===== config.mk =====
export PLATFORM = sky130hd
export DESIGN_NAME = fpu_seq_core
export DESIGN_NICKNAME = d
export VERILOG_FILES = /design/src/rtl/fpu_seq_core.sv
export SDC_FILE = /design/constraint.sdc
export NUM_CORES = 2
export LEC_CHECK = 0
export BUFFER_PORTS_ARGS = -buffer_cell sky130_fd_sc_hd__buf_2
export CAP_MARGIN = 0
export CORE_MARGIN = 3
export CORE_UTILIZATION = 30
export DETAILED_ROUTE_END_ITERATION = 10
export SLEW_MARGIN = 20
export SYNTH_ARGS = -nofsm -noshare
export SYNTH_HDL_FRONTEND = slang
export SYNTH_SLANG_ARGS = --single-unit

===== constraint.sdc =====
create_clock -name clk -period 58.3 [get_ports clk]
set_clock_uncertainty 0.15 [all_clocks]
set_input_delay 11.66 -clock clk [delete_from_list [all_inputs] [get_ports clk]]
set_output_delay 11.66 -clock clk [all_outputs]
set_load 0.05 [all_outputs]

===== src/rtl/fpu_seq_core.sv =====
// Sequential single-issue float unit: int-to-float, add and mul in one EXEC cycle,
// restoring divide at one quotient bit per cycle. Truncating, no denormals.
module fpu_seq_core #(
    parameter int EXP_W = 8,
    parameter int MAN_W = 23
) (
    input  logic                       clk,
    input  logic                       rst_n,
    input  logic                       in_valid,
    output logic                       in_ready,
    input  logic [EXP_W+MAN_W:0]       a,
    input  logic [EXP_W+MAN_W:0]       b,
    input  logic [1:0]                 opcode,
    output logic                       out_valid,
    input  logic                       out_ready,
    output logic [EXP_W+MAN_W:0]       result,
    output logic                       div_by_zero
);
    localparam int W     = 1 + EXP_W + MAN_W;
    localparam int BIAS  = 2**(EXP_W-1) - 1;
    localparam int EW    = EXP_W + 2;
    localparam int R     = MAN_W + 2;
    localparam int P     = 2 * (MAN_W + 1);
    localparam int LZ_W  = $clog2(W + 1);
    localparam int CNT_W = $clog2(MAN_W + 2);

    localparam logic signed [EW-1:0] E_BIAS  = EW'(BIAS);
    localparam logic signed [EW-1:0] E_ONE   = EW'(1);
    localparam logic signed [EW-1:0] E_ZERO  = EW'(0);
    localparam logic signed [EW-1:0] E_MAX   = EW'(2**EXP_W - 1);
    localparam logic signed [EW-1:0] E_TOP   = EW'(W - 1);
    localparam logic signed [EW-1:0] E_SHLIM = EW'(MAN_W + 1);
    localparam logic [CNT_W-1:0]     CNT_LAST = CNT_W'(MAN_W + 1);

    typedef enum logic [1:0] {IDLE, EXEC, DONE} state_t;
    typedef enum logic [1:0] {OP_I2F = 2'b00, OP_ADD = 2'b01, OP_MUL = 2'b10, OP_DIV = 2'b11} op_t;

    function automatic logic [LZ_W-1:0] lzc(input logic [W-1:0] v);
        logic found;
        lzc   = '0;
        found = 1'b0;
        for (int i = W - 1; i >= 0; i--) begin
            if (!found) begin
                if (v[i]) found = 1'b1;
                else      lzc   = lzc + LZ_W'(1);
            end
        end
    endfunction

    function automatic logic [MAN_W:0] mant_of(input logic [W-1:0] x);
        mant_of = (x[W-2:MAN_W] != '0) ? {1'b1, x[MAN_W-1:0]} : '0;
    endfunction

    function automatic logic signed [EW-1:0] exp_of(input logic [W-1:0] x);
        exp_of = $signed({2'b00, x[W-2:MAN_W]});
    endfunction

    // Exponent is kept wide and signed so out-of-range values saturate or flush instead of wrapping.
    function automatic logic [W-1:0] pack(input logic s, input logic signed [EW-1:0] e,
                                          input logic [MAN_W-1:0] m);
        if (e >= E_MAX)       pack = {s, {EXP_W{1'b1}}, {MAN_W{1'b0}}};
        else if (e <= E_ZERO) pack = {s, {(W-1){1'b0}}};
        else                  pack = {s, e[EXP_W-1:0], m};
    endfunction

    state_t           state_q;
    op_t              op_q;
    logic [W-1:0]     a_q, b_q, result_q;
    logic             dbz_q;
    logic [R-1:0]     rem_q;
    logic [R-2:0]     quo_q;
    logic [CNT_W-1:0] cnt_q;

    logic                    sa, sb;
    logic signed [EW-1:0]    ea, eb;
    logic [MAN_W:0]          ma, mb;
    logic                    a_big, s_big;
    logic signed [EW-1:0]    e_big, e_sml, shamt, e_add;
    logic [MAN_W:0]          m_big, m_sml, m_aln;
    logic [R-1:0]            sum, sum_nrm;
    logic [LZ_W-1:0]         sum_lz;
    logic [W-1:0]            add_res;
    logic [P-1:0]            prod;
    logic signed [EW-1:0]    e_mul;
    logic [W-1:0]            mul_res;
    logic [W-1:0]            i_mag, i_nrm, i2f_res;
    logic [LZ_W-1:0]         i_lz;
    logic signed [EW-1:0]    e_i2f, e_div;
    logic                    div_ge;
    logic [R-1:0]            rem_sub, rem_nxt;
    logic [R-1:0]            quo_fin;
    logic [W-1:0]            div_res, fast_res;

    // NOTE: every signal here is assigned on every pass through the block, so no latch can be inferred.
    always_comb begin
        sa = a_q[W-1];
        sb = b_q[W-1];
        ea = exp_of(a_q);
        eb = exp_of(b_q);
        ma = mant_of(a_q);
        mb = mant_of(b_q);

        // Add: order by magnitude so the subtraction never goes negative.
        a_big   = {a_q[W-2:MAN_W], ma} >= {b_q[W-2:MAN_W], mb};
        s_big   = a_big ? sa : sb;
        e_big   = a_big ? ea : eb;
        e_sml   = a_big ? eb : ea;
        m_big   = a_big ? ma : mb;
        m_sml   = a_big ? mb : ma;
        shamt   = e_big - e_sml;
        m_aln   = (shamt >= E_SHLIM) ? '0 : (m_sml >> shamt);
        sum     = (sa == sb) ? ({1'b0, m_big} + {1'b0, m_aln}) : ({1'b0, m_big} - {1'b0, m_aln});
        sum_lz  = lzc({sum, {(W-R){1'b0}}});
        sum_nrm = sum << sum_lz;
        e_add   = e_big + E_ONE - $signed(EW'(sum_lz));
        add_res = (sum == '0) ? '0 : pack(s_big, e_add, MAN_W'(sum_nrm >> 1));

        prod    = P'(ma) * P'(mb);
        e_mul   = prod[P-1] ? (ea + eb - E_BIAS + E_ONE) : (ea + eb - E_BIAS);
        mul_res = (ma == '0 || mb == '0) ? {sa ^ sb, {(W-1){1'b0}}}
                : pack(sa ^ sb, e_mul, prod[P-1] ? MAN_W'(prod >> (MAN_W + 1)) : MAN_W'(prod >> MAN_W));

        // Two's-complement negate of the most negative value leaves 2^(W-1), the correct magnitude.
        i_mag   = a_q[W-1] ? (~a_q + W'(1)) : a_q;
        i_lz    = lzc(i_mag);
        i_nrm   = i_mag << i_lz;
        e_i2f   = E_BIAS + E_TOP - $signed(EW'(i_lz));
        i2f_res = (a_q == '0) ? '0 : pack(a_q[W-1], e_i2f, MAN_W'(i_nrm >> (W - 1 - MAN_W)));

        div_ge  = rem_q >= {1'b0, mb};
        rem_sub = div_ge ? (rem_q - {1'b0, mb}) : rem_q;
        rem_nxt = rem_sub << 1;
        quo_fin = {quo_q, div_ge};
        e_div   = ea - eb + E_BIAS;
        if (mb == '0)            div_res = {sa ^ sb, {EXP_W{1'b1}}, {MAN_W{1'b0}}};
        else if (ma == '0)       div_res = '0;
        else if (quo_fin[R-1])   div_res = pack(sa ^ sb, e_div, MAN_W'(quo_fin >> 1));
        else                     div_res = pack(sa ^ sb, e_div - E_ONE, MAN_W'(quo_fin));

        case (op_q)
            OP_I2F:  fast_res = i2f_res;
            OP_ADD:  fast_res = add_res;
            OP_MUL:  fast_res = mul_res;
            default: fast_res = '0;
        endcase
    end

    // NOTE: state uses non-blocking assignments so every register samples pre-edge values.
    always_ff @(posedge clk or negedge rst_n) begin
        if (!rst_n) begin
            // NOTE: all state here is plain flops, so clearing it in reset is cheap and makes restart deterministic.
            state_q  <= IDLE;
            op_q     <= OP_I2F;
            a_q      <= '0;
            b_q      <= '0;
            result_q <= '0;
            dbz_q    <= 1'b0;
            rem_q    <= '0;
            quo_q    <= '0;
            cnt_q    <= '0;
        end else begin
            case (state_q)
                IDLE: if (in_valid) begin
                    a_q     <= a;
                    b_q     <= b;
                    op_q    <= op_t'(opcode);
                    rem_q   <= {1'b0, mant_of(a)};
                    quo_q   <= '0;
                    cnt_q   <= '0;
                    state_q <= EXEC;
                end
                EXEC: if (op_q == OP_DIV) begin
                    rem_q <= rem_nxt;
                    quo_q <= quo_fin[R-2:0];
                    cnt_q <= cnt_q + CNT_W'(1);
                    if (cnt_q == CNT_LAST) begin
                        result_q <= div_res;
                        dbz_q    <= (mb == '0);
                        state_q  <= DONE;
                    end
                end else begin
                    result_q <= fast_res;
                    dbz_q    <= 1'b0;
                    state_q  <= DONE;
                end
                DONE: if (out_ready) state_q <= IDLE;
                default: state_q <= IDLE;
            endcase
        end
    end

    assign in_ready    = (state_q == IDLE);
    assign out_valid   = (state_q == DONE);
    assign result      = result_q;
    assign div_by_zero = dbz_q;

endmodule


==> out/results.ini <==
[sta]
worst_slew_pin_slew_ns=1.16
tns_ns=0
period_needed_ns=29.63
hold_viol_final=0
final-setup-viol-count=0
finalMaxSlewViolations=0
rsz0062_at_grt=no
fin_crit_sh_pct=50.8
hold_slack_ns=0.348
max_freq_mhz=33.8
slew_headroom_pct=22.8

[critical_path]
critical_path.max_stage_delay_ns=0.75
cp_max_fo=53
crit_path_start_kind=flip-flop
critPathKind=reg2reg
arrival_ns=29.94
crit_slowest_cell=a2111oi_1
worstPathRequired_ns=58.61
critPathMostFrequentCell=ha_1
end_kind=flip-flop

[route]
wl_um=180000
vias_per_cell=5.60
route.detailed.drc=0
ant_nets=0
vias=44486
post_drt_wl_per_cell_um=22.7
drt_iter0_markers=4272
drtPass1Iterations=9

[grt]
grt_max_degree=82
antenna_found_initial=13
grt_overflow=0
grt_usage_pct=22.4
grt_pass1_vias=43716
grt_pass1_wl_um=273000

[final_layout]
layout-drive-gt1-share_pct=8.25
fin_nets=6811
synthToLayoutAreaGrowth_pct=7.47

[yosys]
seq_area_frac_synth_pct=8.41
yosysTopAreaCellShare_pct=21.1
syn_area_um2=46100
synth_area_leaders=fa_1 21%, ha_1 9.9%, dfrtp_1 8.4%
syn_avg_cell_area_um2=7.71
ys_ff_latch=155
syn-num-nets=6900
async_flop_share_pct=100
synthCells=5979
synth_cell_types=114
synth_ff_type=dfrtp_1
yosysTopAreaCell=fa_1
synth_edf_count=0
yosysWarnings=0

[placed_design]
hpwl_um=143000
place.gp.congestion=0.987
io_buffers=104

[clock_network]
ctsHoldBuffers=0
cts-root-buf=clkbuf_16
cts-buffers-inserted=17
worstSkewPairLatency_ns=0.55
htreeDepth=4
cts_buffer_depth=2
cts.clk_slew.worst_paths_ns=0.11
cts.sinks=155
cts_resized=0
postCtsSetupRepairBufs=0
cts_tree=built

[run_status]
outcome=completed

[floorplanning]
rows=143
die_h_um=398
initial_core_util_pct=30.3
top_level_ports=105
die-area_um2=158000
core_area_um2=152000
fp.dieW_um=398

[run]
cap_violations=0

[min_path]
hold_path_class=reg2reg

cell type report:
| class | count | area [um^2] |
|---|---|---|
| Tap cell | 2030 | 2540 |
| Clock buffer | 18 | 429 |
| Timing Repair Buffer | 223 | 1420 |
| Multi-Input combinational cell | 4778 | 38400 |
| Clock inverter | 14 | 195 |
| Antenna cell | 5 | 12.5 |
| Inverter | 715 | 2680 |
| Fill cell | 16184 | 103000 |
| Sequential cell | 155 | 3880 |
per-stage QoR:
step / setup WS (ns) / util (%) / cell area, um^2 / cells
finish: 28.67 / 32.5 / 49600 / 7938
global route: 26.35 / 32.5 / 49500 / 7934
CTS: 29.13 / 32.5 / 49500 / 7933
detailed placement: 29.25 / 32.1 / 48900 / 7901
global placement: 29.65 / 32.1 / 48900 / 7901
floorplan: 33.10 / - / 46100 / 5979
registers in the layout, indices dropped and copies added, names as in the netlist:
name         cells
a_q             32
b_q             32
cnt_q            5
div_by_zero      1
op_q             2
quo_q           24
rem_q           25
result          32
state_q          2
cells in the mapped netlist (41+ instances only):
cell / count
a221oi_1: 45
a211oi_1: 48
a21oi_1: 277
inv_1: 707
mux2_2: 111
clkbuf_1: 280
xor2_1: 98
and3_1: 70
nor3_1: 106
fa_1: 486
mux2i_1: 148
a22o_1: 41
nand4_1: 49
and2_1: 203
dfrtp_1: 155
nor4_1: 56
nand3_1: 122
nand2_1: 818
a21o_1: 58
xnor2_1: 162
o21ai_0: 277
ha_1: 365
nor2_1: 489
a31oi_1: 55
o211ai_1: 54
cells by family after synthesis:
group,count (synthesis),share of synthesized area (%)
simple gates,2159,22.2
buf+inv,1046,8.67
flops,155,8.41
fa+ha+maj,853,31.0
compound gates,1221,17.7
xor+xnor,278,5.69
mux,267,6.28
layer usage:
layer  vias up  routed length [um]  GRT usage (%)
li1      20178                   -              -
met3       376               14700           3.95
met4         2               11400           12.3
met5         -                  13              0
met1     22072               74700           29.2
met2      1858               79400           35.1
worst paths after layout:
path | startpoint | end | slack, ns | cells after the start
worst max-delay path | a_q[29]$_DFFE_PN0P_ | result[2]$_DFFE_PN0P_ | 28.67 | 123
worst min-delay path | result[31]$_DFFE_PN0P_ | result[31]$_DFFE_PN0P_ | 0.35 | 2
worst max register to register | a_q[29]$_DFFE_PN0P_ | result[2]$_DFFE_PN0P_ | 28.67 | 123
worst min register to register | result[31]$_DFFE_PN0P_ | result[31]$_DFFE_PN0P_ | 0.35 | 2
max in group asynchronous | rst_n | result[27]$_DFFE_PN0P_ | 45.74 | 2
min in group asynchronous | rst_n | b_q[0]$_DFFE_PN0P_ | 11.05 | 1
worst max-delay path, delay by kind of cell, from the launching register on:
family / cells / cell delay, ns
AOI/OAI and AO/OA: 45 / 10.20
and+or+nand+nor: 45 / 8.45
adders and majority gates: 18 / 6.06
buffers and inverters: 9 / 1.97
xor gates and xnor gates: 4 / 1.26
muxes: 2 / 0.75
DFF: 1 / 0.58
cells in the final DEF, fill, tap and decap left out, types with 32 or more instances in the layout:
| cell type | n |
|---|---|
| o21ai_0 | 276 |
| a221oi_1 | 43 |
| nor2b_1 | 38 |
| nor2_1 | 484 |
| mux2i_1 | 147 |
| ha_1 | 364 |
| a22o_1 | 41 |
| fa_1 | 486 |
| inv_1 | 707 |
| a31oi_1 | 54 |
| nand2_1 | 815 |
| a211oi_1 | 48 |
| o211ai_1 | 54 |
| nor4_1 | 56 |
| o31ai_1 | 32 |
| mux2_2 | 111 |
| dfrtp_1 | 154 |
| nand2b_1 | 38 |
| xnor2_1 | 159 |
| nor3_1 | 104 |
| xor2_1 | 97 |
| buf_4 | 119 |
| and2_1 | 202 |
| nand4_1 | 49 |
| and3_1 | 70 |
| buf_2 | 103 |
| nand3_1 | 122 |
| a21o_1 | 58 |
| a21oi_1 | 276 |
Power is left out: the tool's default activity adds up to more than one toggle a clock period on the data nets, which glitch-free logic cannot reach.
